==> src/rtl/multicycle_controller.sv <==
// Multi-cycle RV32I-subset sequencer: drives datapath strobes over 3-5 cycles per instruction,
// shares one memory port between fetch and data access, flags illegal opcodes and memory timeouts.
module multicycle_controller #(
  parameter int TIMEOUT_CYCLES = 15
) (
  input  logic       clk,
  input  logic       rst_n,
  input  logic [6:0] opcode,
  input  logic [2:0] funct3,
  input  logic       funct7_5,
  input  logic       zero,
  input  logic       mem_ready,
  output logic       mem_req,
  output logic       mem_we,
  output logic       mem_sel_data,
  output logic       ir_we,
  output logic       pc_we,
  output logic       pc_src,
  output logic       rf_we,
  output logic       wb_sel,
  output logic       alu_src,
  output logic [3:0] alu_sel,
  output logic [2:0] state,
  output logic       instr_done,
  output logic       illegal,
  output logic       timeout
);

  localparam int CW = (TIMEOUT_CYCLES > 0) ? $clog2(TIMEOUT_CYCLES + 1) : 1;
  localparam logic [CW-1:0] TLIM = CW'((TIMEOUT_CYCLES > 0) ? TIMEOUT_CYCLES - 1 : 0);

  typedef enum logic [2:0] {
    S_FETCH = 3'd0, S_DECODE = 3'd1, S_EXEC = 3'd2, S_MEM = 3'd3, S_WB = 3'd4, S_HALT = 3'd5
  } state_t;

  typedef enum logic [2:0] {C_R, C_I, C_LOAD, C_STORE, C_BRANCH} cls_t;

  state_t        st;
  cls_t          cls;
  cls_t          dec_cls;
  logic          dec_ok;
  logic [CW-1:0] wait_cnt;
  logic          illegal_q, timeout_q;
  logic          mem_phase, tmo_hit;

  logic       mem_req_c, mem_we_c, mem_sel_c, ir_we_c, pc_we_c, pc_src_c;
  logic       rf_we_c, wb_sel_c, alu_src_c, done_c;
  logic [3:0] alu_sel_c;
  logic [3:0] map_sel;
  logic       map_src;

  always_comb begin
    dec_cls = C_R;
    dec_ok  = 1'b1;
    case (opcode)
      7'b0110011: dec_cls = C_R;
      7'b0010011: dec_cls = C_I;
      7'b0000011: dec_cls = C_LOAD;
      7'b0100011: dec_cls = C_STORE;
      7'b1100011: begin
        dec_cls = C_BRANCH;
        dec_ok  = (funct3[2:1] != 2'b01);
      end
      default: dec_ok = 1'b0;
    endcase
  end

  // Operation select from the latched class; the instruction fields stay stable after fetch.
  always_comb begin
    map_sel = 4'b0000;
    map_src = 1'b0;
    case (cls)
      C_R: begin
        map_sel = {funct7_5, funct3};
        map_src = 1'b1;
      end
      C_I: map_sel = {funct7_5 & (funct3 == 3'b101), funct3};
      C_BRANCH: begin
        map_src = 1'b1;
        case (funct3)
          3'b000:  map_sel = 4'b1000;
          3'b001:  map_sel = 4'b1110;
          3'b100:  map_sel = 4'b0010;
          3'b101:  map_sel = 4'b1001;
          3'b110:  map_sel = 4'b1010;
          3'b111:  map_sel = 4'b1111;
          default: map_sel = 4'b0000;
        endcase
      end
      default: ;
    endcase
  end

  assign mem_phase = (st == S_FETCH) || (st == S_MEM);
  assign tmo_hit   = (TIMEOUT_CYCLES != 0) && mem_phase && !mem_ready && (wait_cnt == TLIM);

  always_ff @(posedge clk or negedge rst_n) begin
    if (!rst_n) begin
      st        <= S_FETCH;
      cls       <= C_R;
      wait_cnt  <= '0;
      illegal_q <= 1'b0;
      timeout_q <= 1'b0;
    end else begin
      wait_cnt <= (mem_phase && !mem_ready) ? wait_cnt + CW'(1) : '0;
      if (tmo_hit) begin
        timeout_q <= 1'b1;
        st        <= S_HALT;
      end else begin
        case (st)
          S_FETCH:  if (mem_ready) st <= S_DECODE;
          S_DECODE: begin
            cls <= dec_cls;
            if (dec_ok) st <= S_EXEC;
            else begin
              illegal_q <= 1'b1;
              st        <= S_HALT;
            end
          end
          S_EXEC: begin
            case (cls)
              C_BRANCH:        st <= S_FETCH;
              C_LOAD, C_STORE: st <= S_MEM;
              default:         st <= S_WB;
            endcase
          end
          S_MEM:    if (mem_ready) st <= (cls == C_STORE) ? S_FETCH : S_WB;
          S_WB:     st <= S_FETCH;
          S_HALT:   st <= S_HALT;
          default:  st <= S_FETCH;
        endcase
      end
    end
  end

  always_comb begin
    mem_req_c = 1'b0; mem_we_c = 1'b0; mem_sel_c = 1'b0; ir_we_c = 1'b0;
    pc_we_c   = 1'b0; pc_src_c = 1'b0; rf_we_c   = 1'b0; wb_sel_c = 1'b0;
    alu_src_c = 1'b0; alu_sel_c = 4'b0000; done_c = 1'b0;
    case (st)
      S_FETCH: begin
        mem_req_c = 1'b1;
        ir_we_c   = mem_ready;
      end
      S_EXEC: begin
        alu_sel_c = map_sel;
        alu_src_c = map_src;
        if (cls == C_BRANCH) begin
          pc_we_c  = 1'b1;
          pc_src_c = zero;
          done_c   = 1'b1;
        end
      end
      S_MEM: begin
        mem_req_c = 1'b1;
        mem_sel_c = 1'b1;
        mem_we_c  = (cls == C_STORE);
        if (mem_ready && cls == C_STORE) begin
          pc_we_c = 1'b1;
          done_c  = 1'b1;
        end
      end
      S_WB: begin
        rf_we_c   = 1'b1;
        wb_sel_c  = (cls == C_LOAD);
        alu_sel_c = map_sel;
        alu_src_c = map_src;
        pc_we_c   = 1'b1;
        done_c    = 1'b1;
      end
      default: ;
    endcase
  end

  // Strobes are combinational from a state that resets to FETCH, so gate them while in reset.
  assign mem_req      = rst_n & mem_req_c;
  assign mem_we       = rst_n & mem_we_c;
  assign mem_sel_data = rst_n & mem_sel_c;
  assign ir_we        = rst_n & ir_we_c;
  assign pc_we        = rst_n & pc_we_c;
  assign pc_src       = rst_n & pc_src_c;
  assign rf_we        = rst_n & rf_we_c;
  assign wb_sel       = rst_n & wb_sel_c;
  assign alu_src      = rst_n & alu_src_c;
  assign alu_sel      = {4{rst_n}} & alu_sel_c;
  assign instr_done   = rst_n & done_c;
  assign state        = st;
  assign illegal      = illegal_q;
  assign timeout      = timeout_q;

endmodule

==> config.mk <==
export PLATFORM = sky130hd
export DESIGN_NAME = multicycle_controller
export DESIGN_NICKNAME = d
export VERILOG_FILES = /design/src/rtl/multicycle_controller.sv
export SDC_FILE = /design/constraint.sdc
export NUM_CORES = 1
export LEC_CHECK = 0
export BUFFER_PORTS_ARGS = -buffer_cell sky130_fd_sc_hd__buf_2
export CELL_PAD_IN_SITES_DETAIL_PLACEMENT = 2
export CELL_PAD_IN_SITES_GLOBAL_PLACEMENT = 2
export CORE_UTILIZATION = 28
export CTS_BUF_LIST = sky130_fd_sc_hd__clkbuf_8
export CTS_CLUSTER_DIAMETER = 50
export CTS_CLUSTER_SIZE = 20
export DETAILED_ROUTE_END_ITERATION = 8
export HOLD_SLACK_MARGIN = 0.03
export PLACE_DENSITY = 0.86
export SETUP_SLACK_MARGIN = 0.1
export SYNTH_ARGS = -nofsm -noshare
export SYNTH_HDL_FRONTEND = slang
export SYNTH_SLANG_ARGS = --single-unit
==> constraint.sdc <==
create_clock -name clk -period 1.5 [get_ports clk]
set_input_delay 0.075 -clock clk [delete_from_list [all_inputs] [get_ports clk]]
set_output_delay 0.075 -clock clk [all_outputs]
set_load 0.03 [all_outputs]
======== Word level (Yosys, flattened, before mapping) ========
Cells that the tools add are included.
storage, ports and cells
  input bits .............................. 15
  word-level logic and storage cells ...... 84
  flip-flop bits (word level) ............. 12
  output and inout port bits .............. 19
cells by class
  reduce and logical (&&, ||, !) cells .... 16
  bitwise gates (word level) .............. 13
  add/subtract/negate cells ............... 1
  multiplexer cells ....................... 26
  equality and inequality tests ........... 23
operators with widths
  operator             count
  $pmux 4 s6           1
  $eq 3x3->1 const B   7
  $mux 3               5
  $pmux 3 s5           1
  $eq 7x6->1 const B   2
  $eq 3x2->1 const B   4
  $mux 1               12
  $pmux 3 s4           1
  $pmux 4 s3           1
  $and 1x1->1          10
  $eq 3x1->1 const B   3
  $logic_not 3->1      3
  $mux 4               2
  $reduce_or 2->1      4
  $eq 7x2->1 const B   1
  $eq 7x5->1 const B   1
  $eq 7x7->1 const B   1
  $ne 3x3->1 const B   2
  $pmux 3 s2           1
  $add 4x1->4 const B  1
  $and 4x4->4          1
  $eq 4x4->1 const B   1
  $reduce_and 2->1     2
  $reduce_or 4->1      1
  other kinds (8)      11

======== Depth between registers and ports, before layout ========
  depth in word-level cells ............... 6
  gate-level depth with buffers ........... 6
  mapped depth without buffers ............ 6

======== Worst setup path before layout ========
Ideal clock, no wire load.
  path type ............................... register to output
  start point ............................. register st[0], in the netlist state[0]
  end point ............................... output port wb_sel
  path buffers ............................ 1
  stages on the path, launching flop included .. 5
  slack ................................... -0.458 ns
  arrival ................................. 1.883 ns
  data required time ...................... 1.425 ns
  cells stage by stage .................... dfrtp_1 > buf_2 > inv_1 > nand2_1 > nor4_1
between the ends
  cells in the longest elaborated chain, start to end .. 3
RTL lines
  item                    RTL line  text
  start, declared         38        state_t st;
  start signal, assigned  127       S_MEM: if (mem_ready) st <= (cls == C_STORE) ? S_FETCH : S_WB;
  $eq 3x3->1              140       case (st)
  $mux 1                  140
  $and 1x1->1             183       assign wb_sel = rst_n & wb_sel_c;
  end, declared           20        output logic wb_sel,
Every way passes these cells.

======== Worst setup path after layout ========
  start point ............................. register st[1], in the netlist state[1]
  end point ............................... output port alu_sel[0]
between the ends
  cells in the longest elaborated chain, start to end .. 4
  elaborated cells between the ends (all ways) .. 5
  classes of those cells .................. eq/ne (2); mux (1); bitwise (1); reduce/logical (1)
RTL lines
  item                                             RTL line  text
  $eq 3x2->1 / $eq 3x3->1 (equally long branches)  140
  $reduce_or 2->1 (no source line) *               --
  $mux 4 *                                         140
  $and 4x4->4 *                                    185       assign alu_sel = {4{rst_n}} & alu_sel_c;
  end, declared                                    22        output logic [3:0] alu_sel,
Every way passes the cells marked *; elsewhere a longest branch is shown, timed or not.

==> summary.txt <==
Status: finished with violations
Failing checks: setup timing
Die Span Y: 58.96 um
Gate power share: 66.1%
FP Rows: 20
Via-per-instance ratio: 5.514
Synth Area per Inst: 8.334 sq um
Max transition margin: 60.40%
Max VDD drop: 0.9313 mV
Worst r2r path cells: 6
Worst-case clock skew: 0.01139 ns
Final worst setup slack: -0.3228 ns
DRT Pass-1 Iters: 4
Largest net degree at the start of global routing: 13
CTS sink cnt: 12
DP Area: 0.001255 sq mm
Setup WS pre-CTS: -0.04878 ns
Critical path's top delay family: simple AND/OR/NAND/NOR gates
Worst setup startpoint: state[1]
Ant. Diodes: 0
Critical Path, Cell by Cell: and2b_2 -> o21ai_4 -> a211o_4 -> nor3b_4 -> buf_6
DIE AREA: 0.003476 sq mm
Largest area contributor in the netlist: dfrtp_1
Commonest non-fill, non-tap cell in the layout: buf_4
Initial antenna violation count: 0
Pleak: 0.7953 nW
Dpl hpwl: 2.767 mm
Critical Path Start Type: flop
CTS Root Cell: clkbuf_8
Clk pin slew, worst setup/hold paths: 0.06 ns
Total internal power: 0.001274 W
Global-route wire length before repair: 7.058 mm
Fin Hold WS: 0.08504 ns
Setup crit end kind: primary output
Register area share after synthesis: 33.06%
Top cell type's share of synthesized area: 33.06%
Clock share of power: 15.8%
Library cells used by synthesis: 43
Total CTS buffers: 3
Termination of the worst setup path: alu_sel[0]
Min Tclk post-route: 1.823 ns
RSZ-0062 raised after global routing: yes
Placer Congestion: 0.7754
PortBufs: 33
Boundary Pins: 34
Post-route antenna net violation count: 0
Kind of critical path: flop to primary output
Sw Ratio: 45.19%
Synth Flop Type: dfrtp_1
Tcrit/Tclk final: 121.5%
Max FO, Critical Path: 4
Syn_nets: 126
Commonest cells after routing, fill and taps aside: buf_4 (25), buf_6 (21), buf_2 (19)
DR iter-0 viols: 43
Overflow after GRT: 0
MaxCap Viol Count: 0
CP required: 1.42 ns
DR WL/cell: 26.99 um
Number of flops mapped to enable cells by yosys: 0
Synth warn: 0
CP max stage cell: dfrtp_2
CORE AREA: 0.003053 sq mm
WP buf/inv: 1
Worst-margin pin slew: 0.5921 ns
Pwr dens: 1313 mW/mm^2
Mapped cell area: 908.4 sq um
Max clock buf depth: 2
Final wirelength: 5.938 mm
Max frequency: 548.6 MHz
Die width: 58.96 um
Area contributors post-synth: dfrtp_1 (33%), nand2_1 (5.0%), nor2_1 (4.1%)
Largest stage delay on the critical path: 0.45 ns
TritonCTS clock tree: yes
Flop-to-flop setup slack: -0.19 ns
Layout Area Growth over Synthesis: 94.77%
Final hold violation count: 0
Post-route cell area: 0.001769 sq mm
Worst Hold Class: input pin to flop
Yosys reg bits: 12
Critical path depth in cells: 5
Post-Synthesis Cells: 109
Final Setup Violations: 14
Global-route usage over all layers: 29.19%
Final Max Slew Viols: 0
Net count reported at finish: 194
Worst r2r src: state[1]
DRC violations left: 0
CP arrival: 1.75 ns
Vias in the first global route: 1271
Worst hold stages: 2
Share of cells above drive strength 1: 63.07%
Via count: 1213
Worst-Skew Late Latency: 0.25 ns
R2r endpoint: state[0]
Setup TNS: -2.842 ns
Sequential fraction of design power: 18.1%
Post-synth ARST share: 100.0%
Initial core utilization: 29.75%
H-tree depth: 1
Net Sw Power: 0.001050 W
-- timing repair --
item / CTS / global route
hold buffers: 1 / 0
resized for setup: 38 / 37
setup buffers: 9 / 14
endpoints found under the setup margin: 17 / 21
gates cloned: 0 / 0
endpoints found under the hold margin: 12 / 0
pin swaps: 6 / 9
-- layout make-up --
class / instances / area, sq um
fill: 305 / 1284
multi-input combinational: 86 / 763.2
timing repair buffer: 68 / 564.3
sequential: 12 / 305.3
clock buffer: 4 / 55.05
tap: 44 / 55.05
inverter: 6 / 26.28
-- cells in the mapped netlist (3+ instances only) --
cell and count:
a21oi_1 3, and2b_1 3, and3_1 5, dfrtp_1 12, inv_1 6, nand2_1 12, nand2b_1 4, nand3_1 4
nand4_1 3, nor2_1 10, nor2b_1 4, o21ai_0 4, o41ai_1 3
-- through the flow --
step                      util [%]  std cells  power (W)
after floorplan                  -        109  0.0009428
after global placement       41.11        194   0.001187
after detailed placement     41.11        194   0.001252
after CTS                    49.59        208   0.001836
after global routing         57.95        220   0.002395
final                        57.95        220   0.002324
-- sequential cells by signal (all words and copies together), names as in the netlist --
| name | cells |
|---|---|
| illegal | 1 |
| wait_cnt | 4 |
| cls | 3 |
| timeout | 1 |
| state | 3 |
-- power by group through the flow --
stage / Combinational (W) / Sequential [W] / Clock [W]
after detailed placement: 0.000845 / 0.000408 / 0
after CTS: 0.00107 / 0.000399 / 0.000365
after global placement: 0.000788 / 0.000399 / 0
after global routing: 0.00159 / 0.000420 / 0.000385
after floorplan: 0.000465 / 0.000478 / 0
final: 0.00154 / 0.000420 / 0.000368
-- cell families (layout without fill, tap and decap cells) --
group,after synthesis,after routing,synth area share [%]
AND/OR/NAND/NOR,56,56,35.26
AO/OA/AOI/OAI,24,24,19.15
flip-flops,12,12,33.06
buffers and inverters,11,78,5.923
XOR/XNOR,4,4,3.857
adder cells (fa/ha/maj),2,2,2.754
-- layer usage --
layer	wire length, um	track usage, %	share of wire, %
met5	0	0	0
met3	322	8.132	5.4
met2	2962	53.25	50
met4	235	11.56	4.0
met1	2417	31.61	41
-- worst min-delay path by stage --
stage | from | to | slack [ns]
finish | opcode[4] | cls[1] | 0.09
global route | opcode[4] | cls[1] | 0.07
CTS | opcode[4] | cls[1] | 0.06
detailed placement | rst_n | wait_cnt[3] | 0.05
global placement | rst_n | wait_cnt[3] | 0.05
floorplan | rst_n | cls[0] | -0.22
(Power assumes the default switching activity.)
